$ cat config.mk
export PLATFORM = sky130hd
export DESIGN_NAME = matrix_stream_arbiter
export DESIGN_NICKNAME = d
export VERILOG_FILES = /design/src/rtl/matrix_stream_arbiter.sv
export SDC_FILE = /design/constraint.sdc
export NUM_CORES = 1
export LEC_CHECK = 0
export CAP_MARGIN = 20
export CELL_PAD_IN_SITES_DETAIL_PLACEMENT = 2
export CELL_PAD_IN_SITES_GLOBAL_PLACEMENT = 2
export CORE_AREA = 2 2 102 104
export DETAILED_ROUTE_END_ITERATION = 16
export DIE_AREA = 0 0 104 106
export PLACE_DENSITY_LB_ADDON = 0.1
export SLEW_MARGIN = 25
export SYNTH_ARGS = -nofsm -noshare
export SYNTH_HDL_FRONTEND = slang
export SYNTH_SLANG_ARGS = --single-unit
$ cat constraint.sdc
create_clock -name clk -period 1.8 [get_ports clk]
set_clock_uncertainty 0.05 [all_clocks]
set_input_delay 0.27 -clock clk [delete_from_list [all_inputs] [get_ports clk]]
set_output_delay 0.27 -clock clk [all_outputs]
set_load 0.01 [all_outputs]
$ cat src/rtl/matrix_stream_arbiter.sv
// Two-requester round-robin arbiter that streams whole SIZE x SIZE matrices
// onto one output, dropping elements outside the per-grant triangular/diagonal mask.
module matrix_stream_arbiter #(
    parameter int unsigned SIZE       = 4,
    parameter int unsigned DATA_WIDTH = 32
) (
    input  logic                  clk,
    input  logic                  rst,
    input  logic [DATA_WIDTH-1:0] s0_tdata,
    input  logic                  s0_tvalid,
    output logic                  s0_tready,
    input  logic [DATA_WIDTH-1:0] s1_tdata,
    input  logic                  s1_tvalid,
    output logic                  s1_tready,
    input  logic [1:0]            mode0,
    input  logic [1:0]            mode1,
    output logic [DATA_WIDTH-1:0] m_tdata,
    output logic                  m_tvalid,
    input  logic                  m_tready,
    output logic                  m_tlast,
    output logic                  m_tsrc,
    output logic                  busy
);

    localparam int unsigned CW = (SIZE > 1) ? $clog2(SIZE) : 1;
    localparam logic [CW-1:0] LAST_IDX = CW'(SIZE - 1);

    typedef enum logic {
        IDLE = 1'b0,
        BUSY = 1'b1
    } state_t;

    state_t                r_state;
    state_t                w_state_nxt;
    logic                  r_grant;
    logic                  r_last_grant;
    logic                  w_grant_nxt;
    logic                  w_grant_load;
    logic [1:0]            r_mode;
    logic [CW-1:0]         r_row;
    logic [CW-1:0]         r_col;
    logic [DATA_WIDTH-1:0] r_m_tdata;
    logic                  r_m_tvalid;
    logic                  r_m_tlast;
    logic                  r_m_tsrc;
    logic                  w_can_accept;
    logic                  w_in_valid;
    logic                  w_accept;
    logic                  w_at_last;
    logic                  w_pass;
    logic [DATA_WIDTH-1:0] w_in_data;

    // Input side may only advance when the output register is free or draining.
    assign w_can_accept = (r_state == BUSY) && (!r_m_tvalid || m_tready);
    assign w_in_valid   = r_grant ? s1_tvalid : s0_tvalid;
    assign w_in_data    = r_grant ? s1_tdata : s0_tdata;
    assign w_accept     = w_can_accept && w_in_valid;
    assign w_at_last    = (r_row == LAST_IDX) && (r_col == LAST_IDX);

    assign s0_tready = w_can_accept && !r_grant;
    assign s1_tready = w_can_accept && r_grant;
    assign busy      = (r_state == BUSY);
    assign m_tdata   = r_m_tdata;
    assign m_tvalid  = r_m_tvalid;
    assign m_tlast   = r_m_tlast;
    assign m_tsrc    = r_m_tsrc;

    // Mask test for the element currently being accepted.
    always_comb begin
        w_pass = 1'b1;
        case (r_mode)
            2'b00:   w_pass = 1'b1;
            2'b01:   w_pass = (r_row >= r_col);
            2'b10:   w_pass = (r_row <= r_col);
            default: w_pass = (r_row == r_col);
        endcase
    end

    // Next-state and grant selection.
    always_comb begin
        w_state_nxt  = r_state;
        w_grant_nxt  = r_grant;
        w_grant_load = 1'b0;
        case (r_state)
            IDLE: begin
                if (s0_tvalid || s1_tvalid) begin
                    w_state_nxt  = BUSY;
                    w_grant_load = 1'b1;
                    if (s0_tvalid && s1_tvalid) begin
                        w_grant_nxt = ~r_last_grant;
                    end else begin
                        w_grant_nxt = s1_tvalid;
                    end
                end
            end
            BUSY: begin
                if (w_accept && w_at_last) begin
                    w_state_nxt = IDLE;
                end
            end
        endcase
    end

    always_ff @(posedge clk) begin
        if (rst) begin
            r_state <= IDLE;
        end else begin
            r_state <= w_state_nxt;
        end
    end

    // Grant, latched mode and round-robin history.
    always_ff @(posedge clk) begin
        if (rst) begin
            r_grant      <= 1'b0;
            r_mode       <= 2'b00;
            r_last_grant <= 1'b1;
        end else begin
            if (w_grant_load) begin
                r_grant <= w_grant_nxt;
                r_mode  <= w_grant_nxt ? mode1 : mode0;
            end
            if (w_accept && w_at_last) begin
                r_last_grant <= r_grant;
            end
        end
    end

    // Row-major element position, column fastest.
    always_ff @(posedge clk) begin
        if (rst) begin
            r_row <= '0;
            r_col <= '0;
        end else if (w_accept) begin
            if (r_col == LAST_IDX) begin
                r_col <= '0;
                r_row <= (r_row == LAST_IDX) ? '0 : r_row + CW'(1);
            end else begin
                r_col <= r_col + CW'(1);
            end
        end
    end

    // Output register; masked elements are consumed with valid low.
    always_ff @(posedge clk) begin
        if (rst) begin
            r_m_tdata  <= '0;
            r_m_tvalid <= 1'b0;
            r_m_tlast  <= 1'b0;
            r_m_tsrc   <= 1'b0;
        end else if (w_accept) begin
            r_m_tdata  <= w_in_data;
            r_m_tvalid <= w_pass;
            r_m_tlast  <= w_at_last;
            r_m_tsrc   <= r_grant;
        end else if (m_tready) begin
            r_m_tvalid <= 1'b0;
        end
    end

endmodule

==> run metrics <==
Total GRT Usage=0.116; CP required=1.48 ns; Lkg Pwr=1.23 nW; DP HPWL=4.93 mm; RSZ-0062 raised after global routing=no; highest clock rate=0.608 GHz; power per cell area=670 nW/um^2; dominant synthesized flop cell=dfxtp_1; dpl cells=457; Critical Path, Cell by Cell=clkdlybuf4s50_1 > nand2b_4 > and3_1 > dlygate4sd2_1; starting DRC count in detailed routing=39; Slew headroom=0.739; delay-heaviest family, CP=buffers and inverters; Post-CTS Hold Fix Bufs=0; Worst Setup Start Kind=input pin; io pins=111; Largest stage delay, worst path=0.40 ns; Site Rows=37; Overflow after GRT=0; post-synthesis cell count=219; DP Area=3420 sq um; Tmin final=1.65 ns; Via Count=1999; Starting Density=0.213; initial antenna violation count=0; Worst Path Max Fanout=9; final WL=6.36 mm; Final Core Density=0.351; routability cong.=0.693; port buffer count=110; syn_nets=296; die area=11000 sq um; EDFF count, synth=0; Synth cell types=27; setup repair bufs after CTS=0; most frequent cells in the layout=107 x clkdlybuf4s50_1, 42 x dfxtp_1, 38 x nor2_1; most common cell after layout, fill and taps aside=clkdlybuf4s50_1; Final #Nets=405; routed vias/inst=4.31; non-filler cells in the finished layout=464; outcome=complete, no violations; Critical Path Sink Type=primary output; Longest Clk Path Bufs=2; CTS sink cnt=44; mean routed wirelength per cell=13.7 microns; Syn-to-layout area delta=64.8%; Core ar.=10000 sq um; power consumption=2.35 mW; CTS tree=built; clk slew on worst S/H paths=0.08 ns; synthesized area=2130 sq um; Final Setup Violations=0; Fin. Hold Viols=0; CTS Root Buffer Type=clkbuf_8; Synth Register Bits=44; register area share after synthesis=0.414; Critical path buffers and inverters=2; drt pass-1 iters=4; DRC Markers=0; die height=106 microns; largest net degree at the start of global routing=36; first-pass GRT wire length=10.3 mm; VDD IR max=237 uV; layout cells sized above 1=0.137; Finished Cell Area=3510 sq um; Arr. time, crit path=1.33 ns; Slew Limit Fails=0; DIE WIDTH=104 microns; diode count=0; Tcrit/Tclk final=0.914; CTS buffer count=5; Hold WC Path Type=in -> reg; Setup CP Type=in -> out; ys async rst share=0; Synth Warn #=0; remaining antenna violation count=0; Slew @ Worst Pin=0.391 ns; number of global-route vias before repair=2065; H-tree levels=2; Worst R2R Setup Slack=0.23 ns; Worst path slowest cell=clkdlybuf4s50_1; syn avg cell area=9.72 sq um; Clk Latency, worst-skew pair=0.29 ns; Max-Cap Viols=0
-- cells in the mapped netlist, types with 3 or more instances --
cell / instances / area, sq um
dfxtp_1: 44 / 881
nor2_1: 38 / 143
mux2i_1: 34 / 340
a211oi_2: 20 / 250
a211oi_1: 12 / 90.1
a21oi_1: 10 / 50.1
buf_2: 10 / 50.1
nand2_1: 9 / 33.8
clkbuf_1: 6 / 22.5
inv_1: 6 / 22.5
ha_1: 4 / 50.1
and3_1: 3 / 18.8
buf_6: 3 / 33.8
nand3_1: 3 / 15.0
o21ai_0: 3 / 15.0
-- metrics by stage --
stage / setup TNS (ns) / worst slack [ns] / hold slack, ns
floorplan: 0 / 0.244 / 0.397
global placement: -5.59 / -0.255 / 0.402
detailed placement: -8.15 / -0.293 / 0.401
CTS: 0 / 0.0173 / 0.307
global route: 0 / 0.0786 / 0.340
finish: 0 / 0.154 / 0.317
-- path summary, 6_finish.rpt --
path / start / endpoint / depth (start not counted)
setup / recovery: m_tready / s1_tready / 4
hold / removal: rst / r_grant / 2
setup reg to reg: r_grant / m_tdata[5] / 5
hold reg to reg: m_tlast / m_tlast / 2
-- worst reg2reg max path, cell delays in order (launching register included) --
cell and delay (ns):
dfxtp_2 0.39, mux2_4 0.32, and3_2 0.28, buf_4 0.22, nor2_1 0.13, a211oi_2 0.05
-- logic make-up (layout without fill, tap and decap cells) --
| family | after synthesis | in the layout | synth area share |
|---|---|---|---|
| buffers and inverters | 25 | 134 | 0.0606 |
| DFF | 44 | 44 | 0.414 |
| adders and majority gates | 4 | 4 | 0.0235 |
| and+or+nand+nor | 59 | 59 | 0.116 |
| AOI/OAI and AO/OA | 51 | 51 | 0.213 |
| muxes | 36 | 36 | 0.172 |
-- state kept, by name, summed over array words and instances, names as in the netlist --
name / cells
m_tdata: 32
r_col: 2
r_mode: 2
r_row: 2
busy: 1
m_tlast: 1
m_tsrc: 1
m_tvalid: 1
r_grant: 1
r_last_grant: 1
-- power breakdown --
part           total, mW  switching, mW  internal (mW)
Sequential          1.09         0.0430           1.05
Combinational      0.668          0.274          0.393
Clock              0.593          0.328          0.265
-- routing by layer --
layer,wire length [microns],track usage
met3,526,0.0441
met1,2910,0.147
met4,35,0.0319
met5,0,0
met2,2890,0.186
-- repair_timing --
action,in CTS,in global routing
gates resized for setup,4,1
setup endpoints to repair,2,1
cloned,0,0
-- area by class of cell --
class	instances	area, sq um
Tap cell	136	170
Inverter	6	22.5
Clock inverter	1	5.00
Timing Repair Buffer	121	1230
Multi-Input combinational cell	150	1130
Sequential cell	44	883
Clock buffer	6	72.6
Fill cell	1110	6490
(Power assumes the default switching activity.)
==> patch 1, RTL diff (config.mk and constraints unchanged) <==
`SIZE`: 4 -> 2.
--- a/src/rtl/matrix_stream_arbiter.sv
+++ b/src/rtl/matrix_stream_arbiter.sv
@@ -1,7 +1,7 @@
 // Two-requester round-robin arbiter that streams whole SIZE x SIZE matrices
 // onto one output, dropping elements outside the per-grant triangular/diagonal mask.
 module matrix_stream_arbiter #(
-    parameter int unsigned SIZE       = 4,
+    parameter int unsigned SIZE       = 2,
     parameter int unsigned DATA_WIDTH = 32
 ) (
     input  logic                  clk,
Formal check against the unedited RTL: not equivalent (Yosys sat finds a counterexample within 10 cycles, from zero or initial values and one cycle with rst high).
==> patch 1 against the original RTL <==
Area after synthesis is 6.5% higher. Worst setup slack worse by 0.062 ns. Design area up 3.6%. Synthesized cell count is 0.46% lower. Die area unchanged. Total power rose by 13%. Maximum frequency shrank 3.6%. Critical path depth unchanged. Routed wire length up 26%. Clock power increased by 7.1%. Sequential cell count is 2 lower.
==> patch 1: results (changes against the original RTL) <==
Status
  – Status: finished, final reports clean

Global routing
  – Largest net degree at the start of global routing: 34 (-5.6%)
  – Overall Global Routing Usage: 14.4% (+2.8 points)
  – Initial antenna violation count: 0 (unchanged)
  – Global-route wire length before repair: 12800 um (+24%)
  – Vias in the first global route: 2374 (+15%)

Yosys
  – Syn Nets: 294 (-0.68%)
  – Seq/Total Area, Yosys: 37.1% (-4.3 points)
  – Yosys reg bits: 42 (-4.5%)
  – Top cells by count, synth: 42 x dfxtp_1, 33 x a31oi_1, 33 x mux2i_1
  – Post-Synthesis Cells: 218 (-0.46%)
  – Ranking of synthesized cells by area: dfxtp_1 37%, mux2i_1 15%, a211oi_2 12%
  – Netlist cell types: 36 (+33%)

Die
  – Initial core utilization: 22.7% (+1.4 points)

Setup path
  – R2R Path End: r_row
  – Worst Setup EP: s0_tready
  – Critical path data arrival time: 1.39 ns (+0.06 ns)
  – FF-to-FF Start: r_grant
  – Reg2Reg Depth: 4 (-1)
  – Worst-path maximum fanout: 2 (-7)
  – R2R setup slack: 0.25 ns (+0.02 ns)

Clocking
  – # resized after CTS: 3 (-1)
  – H-tree depth: 2 (unchanged)

Hold path
  – Hold EP: r_col
  – Hold_sp: rst

Layout
  – Sequential fraction of total cell area: 23.2% (-2.0 points)
  – Buffering overhead: 35.3% (+0.30 points)
  – Layout fillers: 1104 (-0.54%)
  – Layout cells sized above 1: 17.3% (+3.6 points)
  – Inverters, non-clock: 5 (-1)
  – Non-clk bufs: 130 (+7.4%)
  – Layout Cells excl Fill: 466 (+0.43%)
  – Multi-input comb cells: 145 (-3.3%)
  – Area taken by multi-input logic gates: 0.00123 mm^2 (+9.4%)
  – Fin area: 0.00363 mm^2 (+3.6%)
  – Clock network share of area: 2.38% (+0.16 points)

Pwr
  – Switching Fraction: 31.7% (+4.2 points)
  – Leakage: 0.00124 uW (+0.52%)
  – Internal Power: 1810 uW (+6.2%)
  – Combinational Power Share: 35.1% (+6.7 points)
  – Max IR drop VDD: 0.417 mV (+76%)

Route
  – Initial DRC Count: 42 (+7.7%)
  – Total routed wirelength: 8010 um (+26%)
  – Drt via density: 4.67 (+8.4%)

STA
  – Top achievable clock speed: 586 MHz (-3.6%)
  – Final hold slack: 0.284 ns (-0.0330 ns)
  – Max-slew headroom: 66.9% (-7.1 points)

Placed design
  – Routability cong.: 0.662 (-4.6%)
  – Placed cell count: 458 (+0.22%)
  – Placed inst area: 0.00354 mm^2 (+3.5%)
  – Post-DP HPWL: 6010 um (+22%)
  – Pre-CTS WS: -0.317 ns (-0.0243 ns)
==> patch 1: cell count changes in the layout (fill, tap and decap cells not counted), sizes merged, moves of 3 or more <==
cell,delta
a21oi,-8
buf,+9
nand2,-8
nor2,-28
a31oi,+31
nand3,-3
==> patch 1: layer usage <==
metal | global-route usage (%) | part of all wire (%) | vias to the layer above
met5 | 0 | 0 | -
met4 | 3.76 | 0.94 | 0
met3 | 3.07 | 4.4 | 7
met2 | 26.6 | 52 | 55
met1 | 17.0 | 43 | 1055
li1 | - | - | 1060
==> patch 1: logic make-up (layout without fill, tap and decap cells) <==
logic type / Yosys count / after routing / synth area share, %
AOI/OAI and AO/OA: 81 / 81 / 29.5
adders and majority gates: 3 / 3 / 1.66
buffers and inverters: 31 / 143 / 8.72
DFF: 42 / 42 / 37.1
muxes: 36 / 36 / 16.7
and+or+nand+nor: 25 / 25 / 6.29
==> patch 1: critical path, cell delays in order <==
cell	delay (ns)
clkdlybuf4s50_1	0.47
and2b_1	0.20
nor3_2	0.15
dlygate4sd2_1	0.30
==> patch 2, RTL diff (same flow settings) <==
Made on the original files. Add an input register stage for `mode0` and `mode1`, cleared by the reset; this delays them by one clock. The other inputs are not delayed to match.
--- a/src/rtl/matrix_stream_arbiter.sv
+++ b/src/rtl/matrix_stream_arbiter.sv
@@ -29,6 +29,19 @@
         IDLE = 1'b0,
         BUSY = 1'b1
     } state_t;
+
+    logic [1:0] mode0_q;
+    logic [1:0] mode1_q;
+
+    always_ff @(posedge clk) begin
+        if (rst) begin
+            mode0_q <= '0;
+            mode1_q <= '0;
+        end else begin
+            mode0_q <= mode0;
+            mode1_q <= mode1;
+        end
+    end
 
     state_t                r_state;
     state_t                w_state_nxt;
@@ -118,7 +131,7 @@
         end else begin
             if (w_grant_load) begin
                 r_grant <= w_grant_nxt;
-                r_mode  <= w_grant_nxt ? mode1 : mode0;
+                r_mode  <= w_grant_nxt ? mode1_q : mode0_q;
             end
             if (w_accept && w_at_last) begin
                 r_last_grant <= r_grant;
Check against the original RTL: not equivalent (Yosys sat finds a counterexample within 4 cycles, from zero or initial values and one cycle with rst high).
==> patch 2 against the original RTL <==
Combinational power is 0.9% higher. Routed wire length rose by 7.1%. First-iteration DRC count shrank 21%. Die area unchanged. Sequential cell count up 4. Design area grew 3.3%. Area after synthesis up 4.9%. Worst hold slack gained 0.080 ns. Worst setup slack got worse by 0.031 ns. Total power up 5.6%.
==> patch 2: results (changes against the original RTL) <==
Status
  – Status: finished, final reports clean

Yosys
  – Syn Nets: 304 (+2.7%)
  – Seq/Total Area, Yosys: 43.0% (+1.6 points)
  – Synthesized area per cell: 9.84 um^2 (+1.2%)
  – Ranking of synthesized cells by area: dfxtp_1 43%, mux2i_1 15%, a211oi_2 11%
  – Synth Flop Type: dfxtp_1
  – Top cells by count, synth: 48 x dfxtp_1, 38 x nor2_1, 34 x mux2i_1
  – Ys Warns: 0 (unchanged)
  – Ys async rst share: 0% (unchanged)
  – Netlist cell types: 28 (+3.7%)

Placed design
  – Routability cong.: 0.751 (+8.3%)
  – Placed cell count: 468 (+2.4%)
  – Port bufs: 110 (unchanged)
  – Post-DP HPWL: 5350 um (+8.6%)

STA
  – Worst slew pin tran: 0.547 ns (+0.156 ns)

Route
  – Met2 WL: 3430 um (+18%)
  – Initial DRC Count: 31 (-21%)
  – Detailed Routing Iterations Pass 1: 4 (unchanged)
  – Drt via density: 4.36 (+1.3%)
  – Max layer used: met4
  – M1 WL: 2850 um (-2.0%)
  – WL met3: 479 um (-8.9%)
  – Mean routed wirelength per cell: 14.4 um (+4.7%)

Global routing
  – Initial antenna violation count: 0 (unchanged)
  – Vias in the first global route: 2271 (+10%)
  – Global-route wire length before repair: 11500 um (+11%)
  – Overall Global Routing Usage: 12.9% (+1.3 points)
  – Largest net degree at the start of global routing: 29 (-19%)

Layout
  – Max FFs per register: 32 (unchanged)
  – Layout Cells excl Fill: 475 (+2.4%)
  – Layout cells sized above 1: 14.2% (+0.44 points)
  – # diodes: 0 (unchanged)
  – Nets@finish: 416 (+2.7%)

Clocking
  – Worst-Skew Late Latency: 0.30 ns
  – Setup bufs post-CTS: 0 (unchanged)
  – Total CTS buffers: 5 (unchanged)
  – H-tree depth: 2 (unchanged)
  – Clock Path Buffers: 2 (unchanged)
  – Clock root buffer: clkbuf_8
  – Clk slew on worst S/H paths: 0.08 ns (about the same)

Setup path
  – Worst-path maximum fanout: 4 (-5)
  – Critical path data arrival time: 1.36 ns (+0.03 ns)
  – Worst path max stage delay: 0.45 ns (+0.05 ns)
  – Slowest stage cell, crit path: clkdlybuf4s50_1
  – Top Family by Delay on Critical Path: buffers and inverters

Hold path
  – Hold crit path type: primary input to flip-flop

Pwr
  – Leakage: 0.00127 uW (+3.7%)
  – Max IR drop VDD: 0.338 mV (+43%)
==> patch 2: cell count changes after synthesis <==
cell,delta
dfxtp_1,+4
nor2b_1,+4
==> patch 2: final timing paths <==
path,end,slack [ns],from,cells after the start
setup / recovery,s0_tready,0.12,m_tready,5
hold / removal,busy,0.40,rst,2
setup reg to reg,m_tvalid,0.20,r_col[1],5
hold reg to reg,m_tlast,0.41,m_tlast,2
==> patch 2: kinds of logic after synthesis <==
group	share of synthesized area, %
muxes	16.4
DFF	43.0
and+or+nand+nor	12.2
adders and majority gates	2.24
buffers and inverters	5.77
AOI/OAI and AO/OA	20.3
==> patch 2: stage by stage <==
stage | TNS, ns | hold WS, ns | power (uW) | setup WS, ns | cell area (um^2)
finish | 0 | 0.397 | 2480 | 0.123 | 3620
detailed placement | -6.15 | 0.403 | 1900 | -0.234 | 3540
CTS | 0 | 0.415 | 2550 | 0.0226 | 3620
global route | 0 | 0.435 | 2650 | 0.0439 | 3620
floorplan | 0 | 0.348 | 1510 | 0.244 | 2230
global placement | -4.40 | 0.395 | 1880 | -0.152 | 3540
==> patch 2: per-layer routing <==
metal,up-vias,track usage [%]
met2,71,23.4
met4,0,2.90
li1,1027,-
met1,971,14.6
met5,-,0
met3,4,4.35
==> patch 2: power by group <==
group | leakage, uW | internal [uW] | switching (uW) | total (uW)
Clock | 0.0000400 | 264 | 358 | 622
Sequential | 0.000395 | 1140 | 46.1 | 1180
Combinational | 0.000840 | 395 | 280 | 674
==> patch 2: layout make-up <==
class | instances | area [um^2]
fillers | 1143 | 6380
flip-flops and latches | 48 | 963
clock inverters | 2 | 12.5
inverters | 6 | 22.5
repair buffers | 124 | 1240
clock buffers | 5 | 68.8
multi-input cells | 154 | 1150
well taps | 136 | 170
==> patch 2: timing repair <==
item,4_1_cts,5_1_grt
endpoints found under the hold margin,0,0
gates resized for setup,2,2
endpoints found under the setup margin,2,2
hold buffers,0,0
